**src/rtl/cpu_ctrl_pkg.sv**
```systemverilog
`default_nettype none
// ============================================================================
//  Module      : cpu_ctrl_pkg
//  Description : Shared types and constants for the CPU run controller:
//                sequencer state encoding, memory byte strides and the
//                length-saturation helper.
//  Revision    : 1.0 - initial release
// ============================================================================
package cpu_ctrl_pkg;

    typedef enum logic [2:0] {
        ST_IDLE     = 3'd0,
        ST_LOAD     = 3'd1,
        ST_RUN      = 3'd2,
        ST_DUMP_RD  = 3'd3,
        ST_DUMP_OUT = 3'd4,
        ST_DONE     = 3'd5
    } state_e;

    // Byte distance between consecutive words of each memory.
    localparam int unsigned IMEM_STRIDE = 4;
    localparam int unsigned DMEM_STRIDE = 8;

    // Clamp a requested word count to the depth of the target memory.
    function automatic logic [10:0] sat_len(input logic [10:0] len, input logic [10:0] limit);
        return (len > limit) ? limit : len;
    endfunction

endpackage
`default_nettype wire

```
**src/rtl/cpu_run_controller_if.sv**
```systemverilog
`default_nettype none
// ============================================================================
//  Module      : cpu_run_controller_if
//  Description : Bundle of the program-load stream, the dump stream, the
//                core reset/enable and both external memory ports. The
//                controller uses the master view, host/memory the slave.
//  Revision    : 1.0 - initial release
// ============================================================================
interface cpu_run_controller_if;
    // program load stream
    logic        ld_valid;
    logic        ld_ready;
    logic [31:0] ld_data;
    // data dump stream
    logic        dp_valid;
    logic        dp_ready;
    logic [63:0] dp_data;
    // core control
    logic        cpu_arst_n;
    logic        cpu_enable;
    // instruction memory external port
    logic [63:0] addr_ext;
    logic        wen_ext;
    logic        ren_ext;
    logic [31:0] wdata_ext;
    // data memory external port
    logic [63:0] addr_ext_2;
    logic        wen_ext_2;
    logic        ren_ext_2;
    logic [63:0] rdata_ext_2;

    modport master (
        input  ld_valid, ld_data, dp_ready, rdata_ext_2,
        output ld_ready, dp_valid, dp_data, cpu_arst_n, cpu_enable,
               addr_ext, wen_ext, ren_ext, wdata_ext,
               addr_ext_2, wen_ext_2, ren_ext_2
    );

    modport slave (
        output ld_valid, ld_data, dp_ready, rdata_ext_2,
        input  ld_ready, dp_valid, dp_data, cpu_arst_n, cpu_enable,
               addr_ext, wen_ext, ren_ext, wdata_ext,
               addr_ext_2, wen_ext_2, ren_ext_2
    );
endinterface
`default_nettype wire

```
**src/rtl/stream_skid_out.sv**
```systemverilog
`default_nettype none
// ============================================================================
//  Module      : stream_skid_out
//  Description : Output holding register for a valid/ready stream. A word
//                is loaded, presented with valid, and held unchanged until
//                the consumer accepts it. Flush drops the word and clears.
//  Revision    : 1.0 - initial release
// ============================================================================
module stream_skid_out #(
    parameter int DATA_W = 64
) (
    input  wire               clk,
    input  wire               arst,
    input  wire               flush,
    input  wire               load,
    input  wire  [DATA_W-1:0] in_data,
    input  wire               out_ready,
    output logic              out_valid,
    output logic [DATA_W-1:0] out_data
);

    logic              valid_q;
    logic              valid_d;
    logic [DATA_W-1:0] data_q;
    logic [DATA_W-1:0] data_d;

    // Flush beats load, load beats a drain; otherwise the word is held.
    always_comb begin
        valid_d = valid_q;
        data_d  = data_q;
        if (flush) begin
            valid_d = 1'b0;
            data_d  = '0;
        end else if (load) begin
            valid_d = 1'b1;
            data_d  = in_data;
        end else if (valid_q && out_ready) begin
            valid_d = 1'b0;
        end
    end

    // Holding register.
    always_ff @(posedge clk or posedge arst) begin
        if (arst) begin
            valid_q <= 1'b0;
            data_q  <= '0;
        end else begin
            valid_q <= valid_d;
            data_q  <= data_d;
        end
    end

    assign out_valid = valid_q;
    assign out_data  = data_q;

endmodule
`default_nettype wire

```
**src/rtl/cpu_run_controller.sv**
```systemverilog
`default_nettype none
// ============================================================================
//  Module      : cpu_run_controller
//  Description : Job sequencer for the pipelined core: streams a program
//                into instruction memory, runs the core for a fixed number
//                of cycles, freezes it, and streams a data-memory window out.
//  Revision    : 1.0 - initial release
// ============================================================================
module cpu_run_controller #(
    parameter int IMEM_WORDS = 512,
    parameter int DMEM_WORDS = 1024,
    parameter int CYCLE_W    = 32
) (
    input  wire                  clk,
    input  wire                  arst,
    input  wire                  start,
    input  wire                  abort,
    input  wire  [9:0]           prog_len,
    input  wire  [CYCLE_W-1:0]   run_cycles,
    input  wire  [63:0]          dump_base,
    input  wire  [10:0]          dump_len,
    cpu_run_controller_if.master bus,
    output logic                 busy,
    output logic                 done,
    output logic [CYCLE_W-1:0]   cycle_count
);
    import cpu_ctrl_pkg::*;

    localparam logic [9:0]         c_imem_limit = 10'(IMEM_WORDS);
    localparam logic [10:0]        c_dmem_limit = 11'(DMEM_WORDS);
    localparam logic [CYCLE_W-1:0] c_cnt_one    = CYCLE_W'(1);

    state_e             state_q, state_d;
    logic [9:0]         plen_q,  plen_d;
    logic [10:0]        dlen_q,  dlen_d;
    logic [CYCLE_W-1:0] run_q,   run_d;
    logic [63:0]        base_q,  base_d;
    logic [9:0]         idx_q,   idx_d;
    logic [10:0]        j_q,     j_d;
    logic [CYCLE_W-1:0] cnt_q,   cnt_d;

    logic        w_ld_fire;
    logic        w_run_live;
    logic        w_rd_fire;
    logic        w_dp_ready;
    logic        w_dp_valid;
    logic [63:0] w_dp_data;
    logic        w_dp_fire;
    state_e      w_after_run;

    assign w_ld_fire   = (state_q == ST_LOAD) && !abort && bus.ld_valid;
    assign w_run_live  = (state_q == ST_RUN) && (cnt_q != run_q);
    assign w_rd_fire   = (state_q == ST_DUMP_RD) && !abort;
    assign w_dp_ready  = (state_q == ST_DUMP_OUT) && bus.dp_ready;
    assign w_dp_fire   = w_dp_ready && w_dp_valid && !abort;
    assign w_after_run = (dlen_q != 11'd0) ? ST_DUMP_RD : ST_DONE;

    // Next-state, job-parameter and counter logic.
    always_comb begin
        state_d = state_q;
        plen_d  = plen_q;
        dlen_d  = dlen_q;
        run_d   = run_q;
        base_d  = base_q;
        idx_d   = idx_q;
        j_d     = j_q;
        cnt_d   = cnt_q;

        if (abort) begin
            state_d = ST_IDLE;
            idx_d   = '0;
            j_d     = '0;
            cnt_d   = '0;
        end else begin
            case (state_q)
                ST_IDLE, ST_DONE: begin
                    if (start) begin
                        plen_d = 10'(sat_len({1'b0, prog_len}, {1'b0, c_imem_limit}));
                        dlen_d = sat_len(dump_len, c_dmem_limit);
                        run_d  = run_cycles;
                        base_d = dump_base;
                        idx_d  = '0;
                        j_d    = '0;
                        cnt_d  = '0;
                        // An empty program goes straight to the run phase.
                        state_d = (plen_d != 10'd0) ? ST_LOAD : ST_RUN;
                    end
                end
                ST_LOAD: begin
                    if (bus.ld_valid) begin
                        if (idx_q == plen_q - 10'd1) begin
                            state_d = ST_RUN;
                        end else begin
                            idx_d = idx_q + 10'd1;
                        end
                    end
                end
                ST_RUN: begin
                    // Leave on the edge that completes the budget so the
                    // enable window is exactly run_cycles long; a zero budget
                    // still spends one frozen cycle here.
                    if (cnt_q != run_q) begin
                        cnt_d = cnt_q + c_cnt_one;
                        if (cnt_d == run_q) begin
                            state_d = w_after_run;
                        end
                    end else begin
                        state_d = w_after_run;
                    end
                end
                ST_DUMP_RD: begin
                    state_d = ST_DUMP_OUT;
                end
                ST_DUMP_OUT: begin
                    if (w_dp_fire) begin
                        if (j_q == dlen_q - 11'd1) begin
                            state_d = ST_DONE;
                        end else begin
                            j_d     = j_q + 11'd1;
                            state_d = ST_DUMP_RD;
                        end
                    end
                end
                default: begin
                    state_d = ST_IDLE;
                end
            endcase
        end
    end

    // State and counter registers.
    always_ff @(posedge clk or posedge arst) begin
        if (arst) begin
            state_q <= ST_IDLE;
            plen_q  <= '0;
            dlen_q  <= '0;
            run_q   <= '0;
            base_q  <= '0;
            idx_q   <= '0;
            j_q     <= '0;
            cnt_q   <= '0;
        end else begin
            state_q <= state_d;
            plen_q  <= plen_d;
            dlen_q  <= dlen_d;
            run_q   <= run_d;
            base_q  <= base_d;
            idx_q   <= idx_d;
            j_q     <= j_d;
            cnt_q   <= cnt_d;
        end
    end

    // Dump word holder: captures the data-memory word as DUMP_RD ends.
    stream_skid_out #(
        .DATA_W (64)
    ) u_dp_skid (
        .clk       (clk),
        .arst      (arst),
        .flush     (abort),
        .load      (w_rd_fire),
        .in_data   (bus.rdata_ext_2),
        .out_ready (w_dp_ready),
        .out_valid (w_dp_valid),
        .out_data  (w_dp_data)
    );

    // Port decode from the registered state; memory strobes are forced low
    // outside their phases so the memories see a quiet bus.
    always_comb begin
        busy        = (state_q == ST_LOAD) || (state_q == ST_RUN) ||
                      (state_q == ST_DUMP_RD) || (state_q == ST_DUMP_OUT);
        done        = (state_q == ST_DONE);
        cycle_count = cnt_q;

        bus.ld_ready   = (state_q == ST_LOAD) && !abort;
        bus.wen_ext    = w_ld_fire;
        bus.addr_ext   = (state_q == ST_LOAD) ? 64'(idx_q) * 64'(IMEM_STRIDE) : 64'd0;
        bus.wdata_ext  = w_ld_fire ? bus.ld_data : 32'd0;
        bus.ren_ext    = 1'b0;

        bus.ren_ext_2  = w_rd_fire;
        bus.wen_ext_2  = 1'b0;
        bus.addr_ext_2 = (state_q == ST_DUMP_RD) ? base_q + 64'(j_q) * 64'(DMEM_STRIDE) : 64'd0;

        bus.dp_valid   = w_dp_valid;
        bus.dp_data    = w_dp_data;

        // The core leaves reset on the first RUN cycle and stays out of it,
        // frozen, until a new load begins or the job is abandoned.
        bus.cpu_arst_n = (state_q == ST_RUN) || (state_q == ST_DUMP_RD) ||
                         (state_q == ST_DUMP_OUT) || (state_q == ST_DONE);
        bus.cpu_enable = w_run_live;
    end

endmodule
`default_nettype wire

```
**src/flat_wrapper.sv**
```systemverilog
// flat-port wrapper written by rule: the top's interface ports become plain ports
module cpu_run_controller_flat import cpu_ctrl_pkg::*;
#(
    parameter int IMEM_WORDS = 512,
    parameter int DMEM_WORDS = 1024,
    parameter int CYCLE_W    = 32
)
  (clk, arst, start, abort, prog_len, run_cycles, dump_base, dump_len, busy, done, cycle_count, bus_ld_valid, bus_ld_data, bus_dp_ready, bus_rdata_ext_2, bus_ld_ready, bus_dp_valid, bus_dp_data, bus_cpu_arst_n, bus_cpu_enable, bus_addr_ext, bus_wen_ext, bus_ren_ext, bus_wdata_ext, bus_addr_ext_2, bus_wen_ext_2, bus_ren_ext_2);
  cpu_run_controller_if bus_i ();
  input  wire clk;
  input  wire arst;
  input  wire start;
  input  wire abort;
  input  wire  [9:0] prog_len;
  input  wire  [CYCLE_W-1:0] run_cycles;
  input  wire  [63:0] dump_base;
  input  wire  [10:0] dump_len;
  output logic busy;
  output logic done;
  output logic [CYCLE_W-1:0] cycle_count;
  input wire logic [$bits(bus_i.ld_valid)-1:0] bus_ld_valid;
  input wire logic [$bits(bus_i.ld_data)-1:0] bus_ld_data;
  input wire logic [$bits(bus_i.dp_ready)-1:0] bus_dp_ready;
  input wire logic [$bits(bus_i.rdata_ext_2)-1:0] bus_rdata_ext_2;
  output wire logic [$bits(bus_i.ld_ready)-1:0] bus_ld_ready;
  output wire logic [$bits(bus_i.dp_valid)-1:0] bus_dp_valid;
  output wire logic [$bits(bus_i.dp_data)-1:0] bus_dp_data;
  output wire logic [$bits(bus_i.cpu_arst_n)-1:0] bus_cpu_arst_n;
  output wire logic [$bits(bus_i.cpu_enable)-1:0] bus_cpu_enable;
  output wire logic [$bits(bus_i.addr_ext)-1:0] bus_addr_ext;
  output wire logic [$bits(bus_i.wen_ext)-1:0] bus_wen_ext;
  output wire logic [$bits(bus_i.ren_ext)-1:0] bus_ren_ext;
  output wire logic [$bits(bus_i.wdata_ext)-1:0] bus_wdata_ext;
  output wire logic [$bits(bus_i.addr_ext_2)-1:0] bus_addr_ext_2;
  output wire logic [$bits(bus_i.wen_ext_2)-1:0] bus_wen_ext_2;
  output wire logic [$bits(bus_i.ren_ext_2)-1:0] bus_ren_ext_2;
  assign bus_i.ld_valid = bus_ld_valid;
  assign bus_i.ld_data = bus_ld_data;
  assign bus_i.dp_ready = bus_dp_ready;
  assign bus_i.rdata_ext_2 = bus_rdata_ext_2;
  assign bus_ld_ready = bus_i.ld_ready;
  assign bus_dp_valid = bus_i.dp_valid;
  assign bus_dp_data = bus_i.dp_data;
  assign bus_cpu_arst_n = bus_i.cpu_arst_n;
  assign bus_cpu_enable = bus_i.cpu_enable;
  assign bus_addr_ext = bus_i.addr_ext;
  assign bus_wen_ext = bus_i.wen_ext;
  assign bus_ren_ext = bus_i.ren_ext;
  assign bus_wdata_ext = bus_i.wdata_ext;
  assign bus_addr_ext_2 = bus_i.addr_ext_2;
  assign bus_wen_ext_2 = bus_i.wen_ext_2;
  assign bus_ren_ext_2 = bus_i.ren_ext_2;
  cpu_run_controller #(.IMEM_WORDS(IMEM_WORDS), .DMEM_WORDS(DMEM_WORDS), .CYCLE_W(CYCLE_W)) u_core (.clk(clk), .arst(arst), .start(start), .abort(abort), .prog_len(prog_len), .run_cycles(run_cycles), .dump_base(dump_base), .dump_len(dump_len), .bus(bus_i), .busy(busy), .done(done), .cycle_count(cycle_count));
endmodule
```
**config.mk**
```make
export PLATFORM = sky130hd
export DESIGN_NAME = cpu_run_controller_flat
export DESIGN_NICKNAME = d
export VERILOG_FILES = /design/src/rtl/cpu_ctrl_pkg.sv /design/src/rtl/cpu_run_controller_if.sv /design/src/rtl/stream_skid_out.sv /design/src/rtl/cpu_run_controller.sv /design/src/flat_wrapper.sv
export SDC_FILE = /design/constraint.sdc
export NUM_CORES = 1
export LEC_CHECK = 0
export BUFFER_PORTS_ARGS = -buffer_cell sky130_fd_sc_hd__buf_2
export CORE_MARGIN = 3
export CORE_UTILIZATION = 40
export CTS_BUF_LIST = sky130_fd_sc_hd__clkbuf_8
export DETAILED_ROUTE_END_ITERATION = 10
export PLACE_DENSITY = 0.76
export SETUP_SLACK_MARGIN = 0.5
export SYNTH_ARGS = -nofsm -noshare
export SYNTH_HDL_FRONTEND = slang
export SYNTH_SLANG_ARGS = --single-unit
```
**constraint.sdc**
```tcl
create_clock -name clk -period 13.65 [get_ports clk]
set_input_delay 0.6825 -clock clk [delete_from_list [all_inputs] [get_ports clk]]
set_output_delay 0.6825 -clock clk [all_outputs]
set_load 0.1 [all_outputs]
```
# After elaboration in Yosys (flattened, before gate mapping)
# Cells that the tools add are included.
[op_classes]
n_lt_le_gt_ge = 2
mux = 35
reduce_logical = 28
n_eq_ne = 17
add_sub_neg = 6
bitwise_logic = 1
[op_table]
columns = ["cell", "count"]
rows = [
  ["$mux 64", 3],
  ["$mux 32", 4],
  ["$add 64x14->64", 1],
  ["$pmux 32 s2", 1],
  ["$mux 11", 5],
  ["$mux 10", 5],
  ["$add 32x1->32 const B", 1],
  ["$eq 32x32->1", 1],
  ["$ne 32x32->1", 1],
  ["$mux 3", 9],
  ["$pmux 11 s2", 1],
  ["$pmux 10 s2", 1],
  ["$ne 3x3->1 const B", 6],
  ["$pmux 3 s5", 1],
  ["$mux 12", 1],
  ["$reduce_bool 3->1", 4],
  ["$add 11x1->11 const B", 1],
  ["$eq 11x11->1", 1],
  ["$gt 11x11->1 const B", 1],
  ["$reduce_bool 11->1", 1],
  ["$sub 11x1->11 const B", 1],
  ["$add 10x1->10 const B", 1],
  ["$eq 10x10->1", 1],
  ["$gt 10x10->1 const B", 1],
  ["19 further kinds", 36],
]
[word_totals]
elab_cells = 99
inputBits = 219
register_bits = 238

# Logic depth before layout (Yosys ltp)
# Gate-level depths: netlist of run 1.
[logic_depth]
depth_word = 7
depth_mapped = 12
mapped_depth_nobuf = 10

# Hierarchy
# From an unflattened synthesis of run 1, not the netlist that was laid out.
[hier_totals]
cells_unflattened = 1593
area_unflattened_um2 = 14848.0
[by_module_without_submodules]
columns = ["module", "seq_area_each_um2", "area_per_inst_um2", "cells_each", "n_inst"]
rows = [
  ["cpu_run_controller", 4329.2, 12174.2, 1382, 1],
  ["stream_skid_out", 1626.6, 2673.8, 211, 1],
]

# Least setup slack after synthesis of run 1
# OpenSTA, ideal clock, no wires.
[synth_timing]
path_type = "reg-to-output"
startpoint = "reg u_core.j_q[1]"
endpoint = "out bus_addr_ext_2[62]"
path_stages_with_launch = 11
required_ns = 12.967
arrival_ns = 5.418
setup_slack_ns = 7.550
cell_sequence = "dfrtp_1 > ha_1 > a21o_1 > a21o_1 > a21oi_1 > o21ai_0 > a2111oi_2 > or4_1 > clkbuf_1 > buf_2 > o41ai_1"
[synth_via]
elab_chain_cells = 2
[synth_lines]
columns = ["element", "line", "source"]
rows = [
  ["start, declared", "cpu_run_controller.sv:39", "logic [10:0] j_q, j_d;"],
  ["start signal, assigned", "cpu_run_controller.sv:149", "j_q <= j_d;"],
  ["$add 64x14->64", "cpu_run_controller.sv:184", "bus.addr_ext_2 = (state_q == ST_DUMP_RD) ? base_q + 64'(j_q) * 64'(DMEM_STRIDE) : 64'd0;"],
  ["$mux 64", "cpu_run_controller.sv:184", ""],
  ["end, declared", "flat_wrapper.sv:34", "output wire logic [$bits(bus_i.addr_ext_2)-1:0] bus_addr_ext_2;"],
]
# No other way between the ends.

# Worst setup path in the final report of run 1
# Ends and elaborated chain as after synthesis.

==> results.sh, run 1 <==
export IMPL_status="finished clean"
export IMPL_fillCellCount=3561
export IMPL_ys_ff_latch=238
export IMPL_rsz0062_at_grt="false"
export IMPL_period_needed_ps=5360
export IMPL_cp_num_buf_inv=1
export IMPL_final_nets=2467
export IMPL_p_clk_share_pct=22.7
export IMPL_maxCapViolCount=0
export IMPL_ys_seq_area_share_pct=39.9
export IMPL_grt_start_max_net_pins=113
export IMPL_drt_iter0_drc=909
export IMPL_fmax_ghz=0.186
export IMPL_core_area_um2=36700
export IMPL_critPathTopFamily="compound AO/OA/AOI/OAI gates"
export IMPL_synth_edf_count=0
export IMPL_ant_nets=0
export IMPL_syn_cell_area_um2=14900
export IMPL_irDropWorstVdd_uv=85.7
export IMPL_root_buffer="clkbuf_8"
export IMPL_seqPwrFrac_pct=36.2
export IMPL_drt_first_pass_iters=5
export IMPL_postCtsResizedCells=0
export IMPL_swShare_pct=46.9
export IMPL_leakage_uw=0.00905
export IMPL_cts_clk_slew_worst_paths_ps=60
export IMPL_htree_levels=2
export IMPL_r2r_slack_ps=10160
export IMPL_power_switching_uw=1480
export IMPL_fin_ws_ps=8290
export IMPL_hp_class="input port to async pin"
export IMPL_crit_chain="ha_1 -> a21o_1 -> a21o_1 -> a21oi_1 -> o21ai_0 -> a2111oi_4 -> or4_1 -> o311ai_0 -> o41ai_1 -> buf_2"
export IMPL_die_area_um2=39700
export IMPL_drc_errors=0
export IMPL_ios=485
export IMPL_numCtsBuffers=44
export IMPL_final_cell_mix="nand2_1 (545), buf_2 (428), dfrtp_1 (238)"
export IMPL_syn_instance_count=1869
export IMPL_via_count=14800
export IMPL_maxSlewHeadroom_pct=19.5
export IMPL_synth_area_per_cell_um2=7.99
export IMPL_setup_viol=0
export IMPL_clk_path_buf_depth=3
export IMPL_grt_pass1_wl_um=77800
export IMPL_die_h_um=199
export IMPL_synth_distinct_cells=79
export IMPL_start_kind="flop"
export IMPL_initial_utilization_pct=40.7
export IMPL_cts_tree="yes"
export IMPL_cts_num_sinks=238
export IMPL_p_per_area_nw_per_um2=175
export IMPL_place_ws_ps=9000
export IMPL_num_rows=70
export IMPL_drv_slew=0
export IMPL_yosys_warnings=0
export IMPL_finalCritPeriodShare_pct=39.3
export IMPL_path_class="flop to output pin"
export IMPL_cts_setup_buffers=0
export IMPL_async_flop_share_pct=100
export IMPL_crit_slowest_cell="a2111oi_4"
export IMPL_antenna_found_initial=5
export IMPL_hold_buffers=0
export IMPL_final_layout_size_suffix_gt1_share_pct=24.1
export IMPL_p_int_uw=1670
export IMPL_fin_cells=2734
export IMPL_hpwl_um=37300
export IMPL_syn_to_final_growth_pct=20.7
export IMPL_viasPerCell=5.42
export IMPL_gr_usage_all_layers_pct=24.6
export IMPL_place_congestion=0.912
export IMPL_worstMarginPinSlew_ps=1210
export IMPL_ys_flop_type="dfrtp_1"
export IMPL_grt_ovfl_total=0
export IMPL_port_buffers=428
export IMPL_worstSetupEndpointType="output pin"
export IMPL_skew_ps=23.3
export IMPL_insertion_delay_ps=610
export IMPL_fin_setup_tns_ps=0
export IMPL_hold_violations=0
export IMPL_critPathMostFrequentCell="a21o_1"
export IMPL_finalPower_uw=3150
export IMPL_layout_commonest_cell="nand2_1"
export IMPL_wirelength_um=50700
export IMPL_post_drt_wl_per_cell_um=18.5
export IMPL_grt_pass1_vias=14100
export IMPL_arrival_ps=4680
export IMPL_p_comb_share_pct=41.1
export IMPL_crit_fanout=17
export IMPL_placedCellCount=2653
export IMPL_die_width_um=199
export IMPL_crit_required_ps=12970
export IMPL_cp_slowest_stage_delay_ps=870
[worst paths after layout]
| kind | from | to | cells past startpoint |
|---|---|---|---|
| worst max-delay path | u_core.j_q[1]$_DFFE_PP0P_ | bus_addr_ext_2[62] | 10 |
| worst min-delay path | arst | u_core.base_q[7]$_DFFE_PP0P_ | 2 |
| worst max register to register | u_core.cycle_count[0]$_DFFE_PP0P_ | u_core.state_q[2]$_DFFE_PP0P_ | 8 |
| worst min register to register | u_core.base_q[1]$_DFFE_PP0P_ | u_core.base_q[1]$_DFFE_PP0P_ | 2 |
| max in group asynchronous | arst | u_core.cycle_count[2]$_DFFE_PP0P_ | 3 |
| min in group clk | dump_base[2] | u_core.base_q[2]$_DFFE_PP0P_ | 3 |
[sequential cells by signal, indices dropped and copies added, names as in the netlist]
register / cells
u_core.run_q: 32
u_core.plen_q: 10
u_core.idx_q: 10
u_core.u_dp_skid.out_valid: 1
u_core.state_q: 3
u_core.j_q: 11
u_core.cycle_count: 32
u_core.dlen_q: 11
u_core.base_q: 64
u_core.u_dp_skid.out_data: 64
[kinds of logic (layout without fill, tap and decap cells)]
group	Yosys count	in the layout	share of synthesized area, %
AOI/OAI and AO/OA	287	287	12.5
xor gates and xnor gates	120	120	7.04
adders and majority gates	17	17	1.48
buffers and inverters	198	535	6.86
DFF	238	238	39.9
muxes	9	9	0.620
other	1	61	0.0251
and+or+nand+nor	999	999	31.6
[area by class of cell]
cell class | count | area, um2 | area share [%]
multi-input cells | 1488 | 8230 | 45.7
flip-flops and latches | 238 | 5960 | 33.1
repair buffers | 442 | 2250 | 12.5
clock buffers | 58 | 798 | 4.43
well taps | 468 | 586 | 3.25
clock inverters | 18 | 115 | 0.639
inverters | 17 | 71.3 | 0.396
diodes | 5 | 12.5 | 0.0695
[metal layers]
| metal | vias up | share of wire (%) | track usage [%] |
|---|---|---|---|
| met4 | 0 | 3.9 | 9.97 |
| li1 | 7034 | - | - |
| met1 | 7032 | 39 | 30.1 |
| met3 | 108 | 7.8 | 5.77 |
| met5 | - | 0 | 0 |
| met2 | 642 | 49 | 41.9 |
[power by group through the flow]
| stage | Combinational (uW) | Sequential, uW | Clock (uW) |
|---|---|---|---|
| 2_1_floorplan | 953 | 1150 | 0 |
| 3_3_place_gp | 1280 | 1140 | 0 |
| 3_5_place_dp | 1290 | 1150 | 0 |
| 4_1_cts | 1300 | 1140 | 744 |
| 5_1_grt | 1420 | 1170 | 771 |
| 6_report | 1290 | 1140 | 716 |
[metrics by stage]
| stage | hold WS, ps | utilization, % | instance area, um2 |
|---|---|---|---|
| 2_1_floorplan | 437 | - | 15100 |
| 3_3_place_gp | 453 | 46.6 | 17100 |
| 3_5_place_dp | 456 | 46.6 | 17100 |
| 4_1_cts | 198 | 49.0 | 18000 |
| 5_1_grt | 227 | 49.1 | 18000 |
| 6_report | 245 | 49.1 | 18000 |
[synth_stat cells, drive strengths merged, types with 17 or more instances]
master	number	area (um2)
nor3	37	201
and4	17	151
nand4	39	250
nand3b	18	135
buf	87	606
a21oi	89	445
nand2b	29	181
and2	21	131
nor4	20	153
o21ai	68	340
o211ai	17	128
nand3	44	225
and3	64	402
nand2	546	2050
or4	22	169
xor2	43	377
inv	17	63.8
nor2	101	379
dfrtp	238	5960
clkbuf	94	354
xnor2	77	674
(Power assumes the default switching activity.)
==> inputs of run 2 (changes only) <==
- clock period: 13.65 -> 5.35 ns (I/O delays scaled with it)
==> results.sh, run 2 (synthesis gave the netlist of run 1 again) <==
export IMPL_hpwl_um=37500
export IMPL_maxCapViolCount=0
export IMPL_maxSlewHeadroom_pct=26.3
export IMPL_crit_fanout=17
export IMPL_place_congestion=0.921
export IMPL_gr_usage_all_layers_pct=26.2
export IMPL_p_clk_share_pct=22.5
export IMPL_antenna_found_initial=1
export IMPL_core_area_um2=36700
export IMPL_cts_num_sinks=238
export IMPL_cts_tree="yes"
export IMPL_fin_cells=2930
export IMPL_r2r_slack_ps=1750
export IMPL_crit_required_ps=5080
export IMPL_placedCellCount=2657
export IMPL_finalCritPeriodShare_pct=86.0
export IMPL_irDropWorstVdd_uv=254
export IMPL_cp_num_buf_inv=2
export IMPL_htree_levels=2
export IMPL_ios=485
export IMPL_p_int_uw=4390
export IMPL_hold_violations=0
export IMPL_placed_cell_area_um2=17100
export IMPL_final_cell_mix="nand2_1 (545), buf_2 (428), dfrtp_1 (238)"
export IMPL_fin_area_um2=20000
export IMPL_drt_iter0_drc=1083
export IMPL_power_switching_uw=3840
export IMPL_crit_slowest_cell="or4_4"
export IMPL_initial_utilization_pct=40.7
export IMPL_cp_slowest_stage_delay_ps=700
export IMPL_critPathMostFrequentCell="a21o_1"
export IMPL_worstSetupEndpointType="output pin"
export IMPL_fmax_ghz=0.217
export IMPL_arrival_ps=4330
export IMPL_status="finished clean"
export IMPL_period_needed_ps=4600
export IMPL_hp_class="input port to flop"
export IMPL_cts_clk_slew_worst_paths_ps=60
export IMPL_port_buffers=428
export IMPL_root_buffer="clkbuf_8"
export IMPL_drt_first_pass_iters=5
export IMPL_p_comb_share_pct=41.7
export IMPL_via_count=15900
export IMPL_drv_slew=0
export IMPL_rsz0062_at_grt="false"
export IMPL_grt_ovfl_total=0
export IMPL_final_layout_size_suffix_gt1_share_pct=22.5
export IMPL_num_rows=70
export IMPL_drc_errors=0
export IMPL_grt_pass1_vias=15700
export IMPL_ant_nets=0
export IMPL_p_per_area_nw_per_um2=412
export IMPL_crit_chain="ha_1 -> a21o_1 -> a21o_1 -> a21oi_1 -> o21ai_0 -> a2111oi_4 -> buf_4 -> or4_4 -> or4_1 -> o21ai_1 -> buf_2"
export IMPL_wirelength_um=54400
export IMPL_clk_path_buf_depth=3
export IMPL_layout_commonest_cell="nand2_1"
export IMPL_grt_start_max_net_pins=92
export IMPL_syn_to_final_growth_pct=33.8
export IMPL_whs_ps=95.6
export IMPL_critPathTopFamily="simple AND/OR/NAND/NOR gates"
export IMPL_path_class="flop to output pin"
export IMPL_numCtsBuffers=45
export IMPL_insertion_delay_ps=600
export IMPL_grt_pass1_wl_um=83400
export IMPL_skew_ps=18.9
export IMPL_setup_viol=0
export IMPL_post_drt_wl_per_cell_um=18.6
export IMPL_start_kind="flop"
export IMPL_leakage_uw=0.00985
export IMPL_viasPerCell=5.42
export IMPL_seqPwrFrac_pct=35.8
export IMPL_worstMarginPinSlew_ps=1090
export IMPL_fin_setup_tns_ps=0
export IMPL_die_area_um2=39700
export IMPL_die_width_um=199
export IMPL_die_h_um=199
export IMPL_final_nets=2661
export IMPL_swShare_pct=46.7
run 2: per-layer routing:
| layer | share of wire, % | GRT usage (%) | vias to the layer above |
|---|---|---|---|
| met5 | 0 | 0 | - |
| met4 | 4.4 | 12.0 | 0 |
| met3 | 7.5 | 5.92 | 159 |
| met2 | 49 | 45.8 | 728 |
| met1 | 39 | 30.8 | 7576 |
| li1 | - | - | 7430 |
run 2: worst reg2reg max path: stages, from the launching register on:
cell,delay (ps)
dfrtp_1,530
ha_1,320
nand3_2,170
or4_4,650
xnor2_1,160
a2111oi_0,520
o2111ai_1,250
a2111oi_2,380
a31oi_1,230
o31ai_1,310
run 2: path summary, 6_finish.rpt:
| path | end | depth (start not counted) | startpoint |
|---|---|---|---|
| worst max-delay path | bus_addr_ext_2[48] | 11 | u_core.j_q[1]$_DFFE_PP0P_ |
| worst min-delay path | u_core.u_dp_skid.out_valid$_DFFE_PP0P_ | 2 | abort |
| worst max register to register | u_core.state_q[2]$_DFFE_PP0P_ | 9 | u_core.cycle_count[0]$_DFFE_PP0P_ |
| worst min register to register | u_core.base_q[0]$_DFFE_PP0P_ | 2 | u_core.base_q[0]$_DFFE_PP0P_ |
| max in group asynchronous | u_core.cycle_count[30]$_DFFE_PP0P_ | 5 | arst |
| min in group asynchronous | u_core.base_q[2]$_DFFE_PP0P_ | 4 | arst |
run 2: cell type report:
cell class                      instances  area, um2
Fill cell                            3291      16700
Multi-Input combinational cell       1488       8240
Sequential cell                       238       5960
Timing Repair Buffer                  635       4170
Clock buffer                           60        826
Tap cell                              468        586
Clock inverter                         19        113
Inverter                               17       67.6
Antenna cell                            5       12.5
run 2: power groups by stage:
stage	sequential, uW	clock (uW)	combinational, uW
after floorplan	2930	0	2430
after global placement	2940	0	3240
after detailed placement	2960	0	3290
after CTS	2930	1900	3410
after global routing	3010	1990	3740
final	2950	1850	3430
run 2: repair_timing:
item | in CTS | in global routing
endpoints found under the hold margin | 299 | 0
endpoints found under the setup margin | 4 | 0
setup buffers | 0 | 0
hold buffers | 189 | 0
gates resized for setup | 1 | 0
run 2: metrics by stage:
| step | total power, uW | setup slack, ps | utilization, % |
|---|---|---|---|
| 2_1_floorplan | 5370 | 54.7 | - |
| 3_3_place_gp | 6180 | 1190 | 46.7 |
| 3_5_place_dp | 6250 | 1150 | 46.7 |
| 4_1_cts | 8240 | 754 | 54.4 |
| 5_1_grt | 8740 | 541 | 54.4 |
| 6_report | 8230 | 750 | 54.4 |
==> inputs of run 3 (changes only) <==
- SYNTH_HIERARCHICAL: unset -> 1
==> results.sh, run 3 <==
export IMPL_status="finished clean"
export IMPL_root_buffer="clkbuf_8"
export IMPL_die_width_um=199
export IMPL_leakage_uw=0.00936
export IMPL_ys_seq_area_share_pct=40.1
export IMPL_timing_rr_end="u_core/state_q[0]$_DFFE_PP0P_"
export IMPL_synth_edf_count=0
export IMPL_irDropWorstVdd_uv=268
export IMPL_port_buffers=428
export IMPL_placed_cell_area_um2=17100
export IMPL_synth_distinct_cells=80
export IMPL_final_nets=2411
export IMPL_fmax_ghz=0.228
export IMPL_hp_class="input port to flop"
export IMPL_initial_utilization_pct=41.1
export IMPL_insertion_delay_ps=610
export IMPL_ys_top_cells_by_count="dfrtp_1 (238), nor2_1 (172), nand2_1 (102), mux2_2 (99), o21ai_0 (79)"
export IMPL_yosys_warnings=6
export IMPL_maxSlewHeadroom_pct=11.4
export IMPL_synthMostInstantiatedCell="dfrtp_1"
export IMPL_crit_required_ps=5080
export IMPL_grt_ovfl_total=0
export IMPL_synth_top_area_cell="dfrtp_1"
export IMPL_place_ws_ps=1630
export IMPL_htree_levels=2
export IMPL_r2r_start="u_core/cycle_count[2]$_DFFE_PP0P_"
export IMPL_setup_viol=0
export IMPL_crit_chain="ha_1 -> fa_1 -> a21o_1 -> a21oi_1 -> o21bai_1 -> a21oi_1 -> o21ai_0 -> a31o_2 -> a21oi_1 -> buf_4 -> o21ai_0 -> a21oi_1 -> buf_2"
export IMPL_fin_setup_tns_ps=0
export IMPL_cts_clk_slew_worst_paths_ps=60
export IMPL_synth_adder_area_share_pct=1.55
export IMPL_whs_ps=100
export IMPL_grt_start_max_net_pins=174
export IMPL_r2r_slack_ps=1760
export IMPL_arrival_ps=4110
export IMPL_post_drt_wl_per_cell_um=19.1
export IMPL_ant_nets=0
export IMPL_synth_simple_gate_area_share_pct=22.1
export IMPL_cp_endpoint="bus_addr_ext_2[59]"
export IMPL_clk_path_buf_depth=3
export IMPL_num_rows=69
export IMPL_cts_tree="yes"
export IMPL_core_area_um2=36100
export IMPL_cts_setup_buffers=0
export IMPL_fin_ws_ps=968
export IMPL_final_cell_mix="buf_2 (428), dfrtp_1 (238), dlygate4sd3_1 (182)"
export IMPL_drv_slew=0
export IMPL_synth_mux_area_share_pct=12.2
export IMPL_die_h_um=199
export IMPL_cp_slowest_stage_delay_ps=450
export IMPL_syn_instance_count=1593
export IMPL_final_layout_size_suffix_gt1_share_pct=29.1
export IMPL_fin_area_um2=19700
export IMPL_hpwl_um=35300
export IMPL_crit_fanout=19
export IMPL_via_count=14600
export IMPL_syn_cell_area_um2=14800
export IMPL_drc_errors=0
export IMPL_path_class="flop to output pin"
export IMPL_worstSetupEndpointType="output pin"
export IMPL_postCtsResizedCells=0
export IMPL_p_per_area_nw_per_um2=415
export IMPL_syn_to_final_growth_pct=33.0
export IMPL_rsz0062_at_grt="false"
export IMPL_maxCapViolCount=0
export IMPL_ys_ff_latch=238
export IMPL_synth_top_family_by_area="simple AND/OR/NAND/NOR gates"
export IMPL_grt_pass1_wl_um=77900
export IMPL_layout_commonest_cell="buf_2"
export IMPL_synth_xor_area_share_pct=7.14
export IMPL_antenna_found_initial=2
export IMPL_viasPerCell=5.47
export IMPL_place_congestion=0.975
export IMPL_wirelength_um=50900
export IMPL_ios=485
export IMPL_numCtsBuffers=44
export IMPL_drt_iter0_drc=1185
export IMPL_fin_util_pct=54.7
export IMPL_finalCritPeriodShare_pct=81.9
export IMPL_worstMarginPinSlew_ps=1330
export IMPL_start_kind="flop"
export IMPL_period_needed_ps=4380
export IMPL_crit_path_start="u_core/j_q[0]$_DFFE_PP0P_"
export IMPL_synth_area_per_cell_um2=9.32
export IMPL_synth_compound_gate_area_share_pct=10.1
export IMPL_yosysTopAreaCellShare_pct=40.1
export IMPL_gr_usage_all_layers_pct=24.6
export IMPL_cts_num_sinks=238
export IMPL_fillCellCount=3139
export IMPL_drt_first_pass_iters=5
export IMPL_critPathMostFrequentCell="a21oi_1"
export IMPL_reg2reg_depth=9
export IMPL_synth_area_top_cells="dfrtp_1 (40%), mux2_2 (7.5%), mux2i_1 (4.7%)"
export IMPL_skew_ps=23.3
export IMPL_hold_violations=0
export IMPL_ys_flop_type="dfrtp_1"
export IMPL_crit_slowest_cell="dfrtp_1"
export IMPL_async_flop_share_pct=100
export IMPL_die_area_um2=39500
export IMPL_grt_pass1_vias=14300
[run 3: cell types whose count changed after synthesis, moves of 12 or more]
cell	delta
nand3_1	+18
mux2_2	+97
o21ai_0	+17
inv_1	+12
nand2_1	-444
nand3b_1	-13
nor2_1	+71
xor2_1	+17
a21oi_1	-34
clkbuf_1	-34
xnor2_1	-16
or3_1	+18
mux2i_1	+62
[run 3: area by class of cell]
type | count | area, um2 | share of cell area (%)
Antenna cell | 2 | 5.00 | 0.0253
Sequential cell | 238 | 5960 | 30.2
Clock buffer | 52 | 716 | 3.62
Clock inverter | 23 | 140 | 0.710
Multi-Input combinational cell | 1231 | 8100 | 41.0
Timing Repair Buffer | 630 | 4140 | 21.0
Inverter | 30 | 116 | 0.589
Tap cell | 461 | 577 | 2.92
[run 3: worst min path at each step]
stage | to | depth (start not counted) | startpoint | slack, ps
6_report | u_core/plen_q[9]$_DFFE_PP0P_ | 2 | prog_len[9] | 100
5_1_grt | u_core/plen_q[9]$_DFFE_PP0P_ | 2 | prog_len[9] | 100
4_1_cts | u_core/plen_q[9]$_DFFE_PP0P_ | 2 | prog_len[9] | 50
3_5_place_dp | u_core/run_q[21]$_DFFE_PP0P_ | 2 | run_cycles[21] | 500
3_3_place_gp | u_core/u_dp_skid/out_data[8]$_DFFE_PP0P_ | 2 | u_core/u_dp_skid/out_data[8]$_DFFE_PP0P_ | 500
2_1_floorplan | u_core/dlen_q[4]$_DFFE_PP0P_ | 1 | dump_len[4] | 400
[run 3: critical path: cells and delay by family, from the launching register on]
kind	cells	cell delay (ps)
AOI/OAI and AO/OA	9	1710
buffers and inverters	2	680
adders and majority gates	2	660
DFF	1	450
[run 3: timing repair]
item / in CTS / in global routing
setup endpoints to repair: 0 / 0
hold endpoints to repair: 266 / 0
hold buffers: 182 / 0
[run 3: power breakdown]
group	leakage, uW	switching (uW)	total (uW)	internal (uW)
Combinational	0.00578	2300	3560	1260
Clock	0.000487	819	1750	934
Sequential	0.00309	595	2880	2290
Total	0.00936	3720	8190	4480
[run 3: cells by family after synthesis]
family,after synthesis
AO/OA/AOI/OAI,237
buffers and inverters,179
XOR/XNOR,121
multiplexers,168
AND/OR/NAND/NOR,631
other,1
adder cells (fa/ha/maj),18
flip-flops,238
[run 3: routing by layer]
layer / global-route usage, % / routed length (um) / up-vias
met2: 40.3 / 24600 / 744
met4: 11.5 / 2190 / 2
met5: 0 / 13 / -
met3: 5.20 / 4030 / 166
li1: - / - / 6715
met1: 31.3 / 20200 / 6963
[run 3: through the flow]
step	power [uW]	cells
finish	8190	2667
global route	8650	2667
CTS	8170	2664
detailed placement	6270	2407
global placement	6190	2407
floorplan	5530	1648
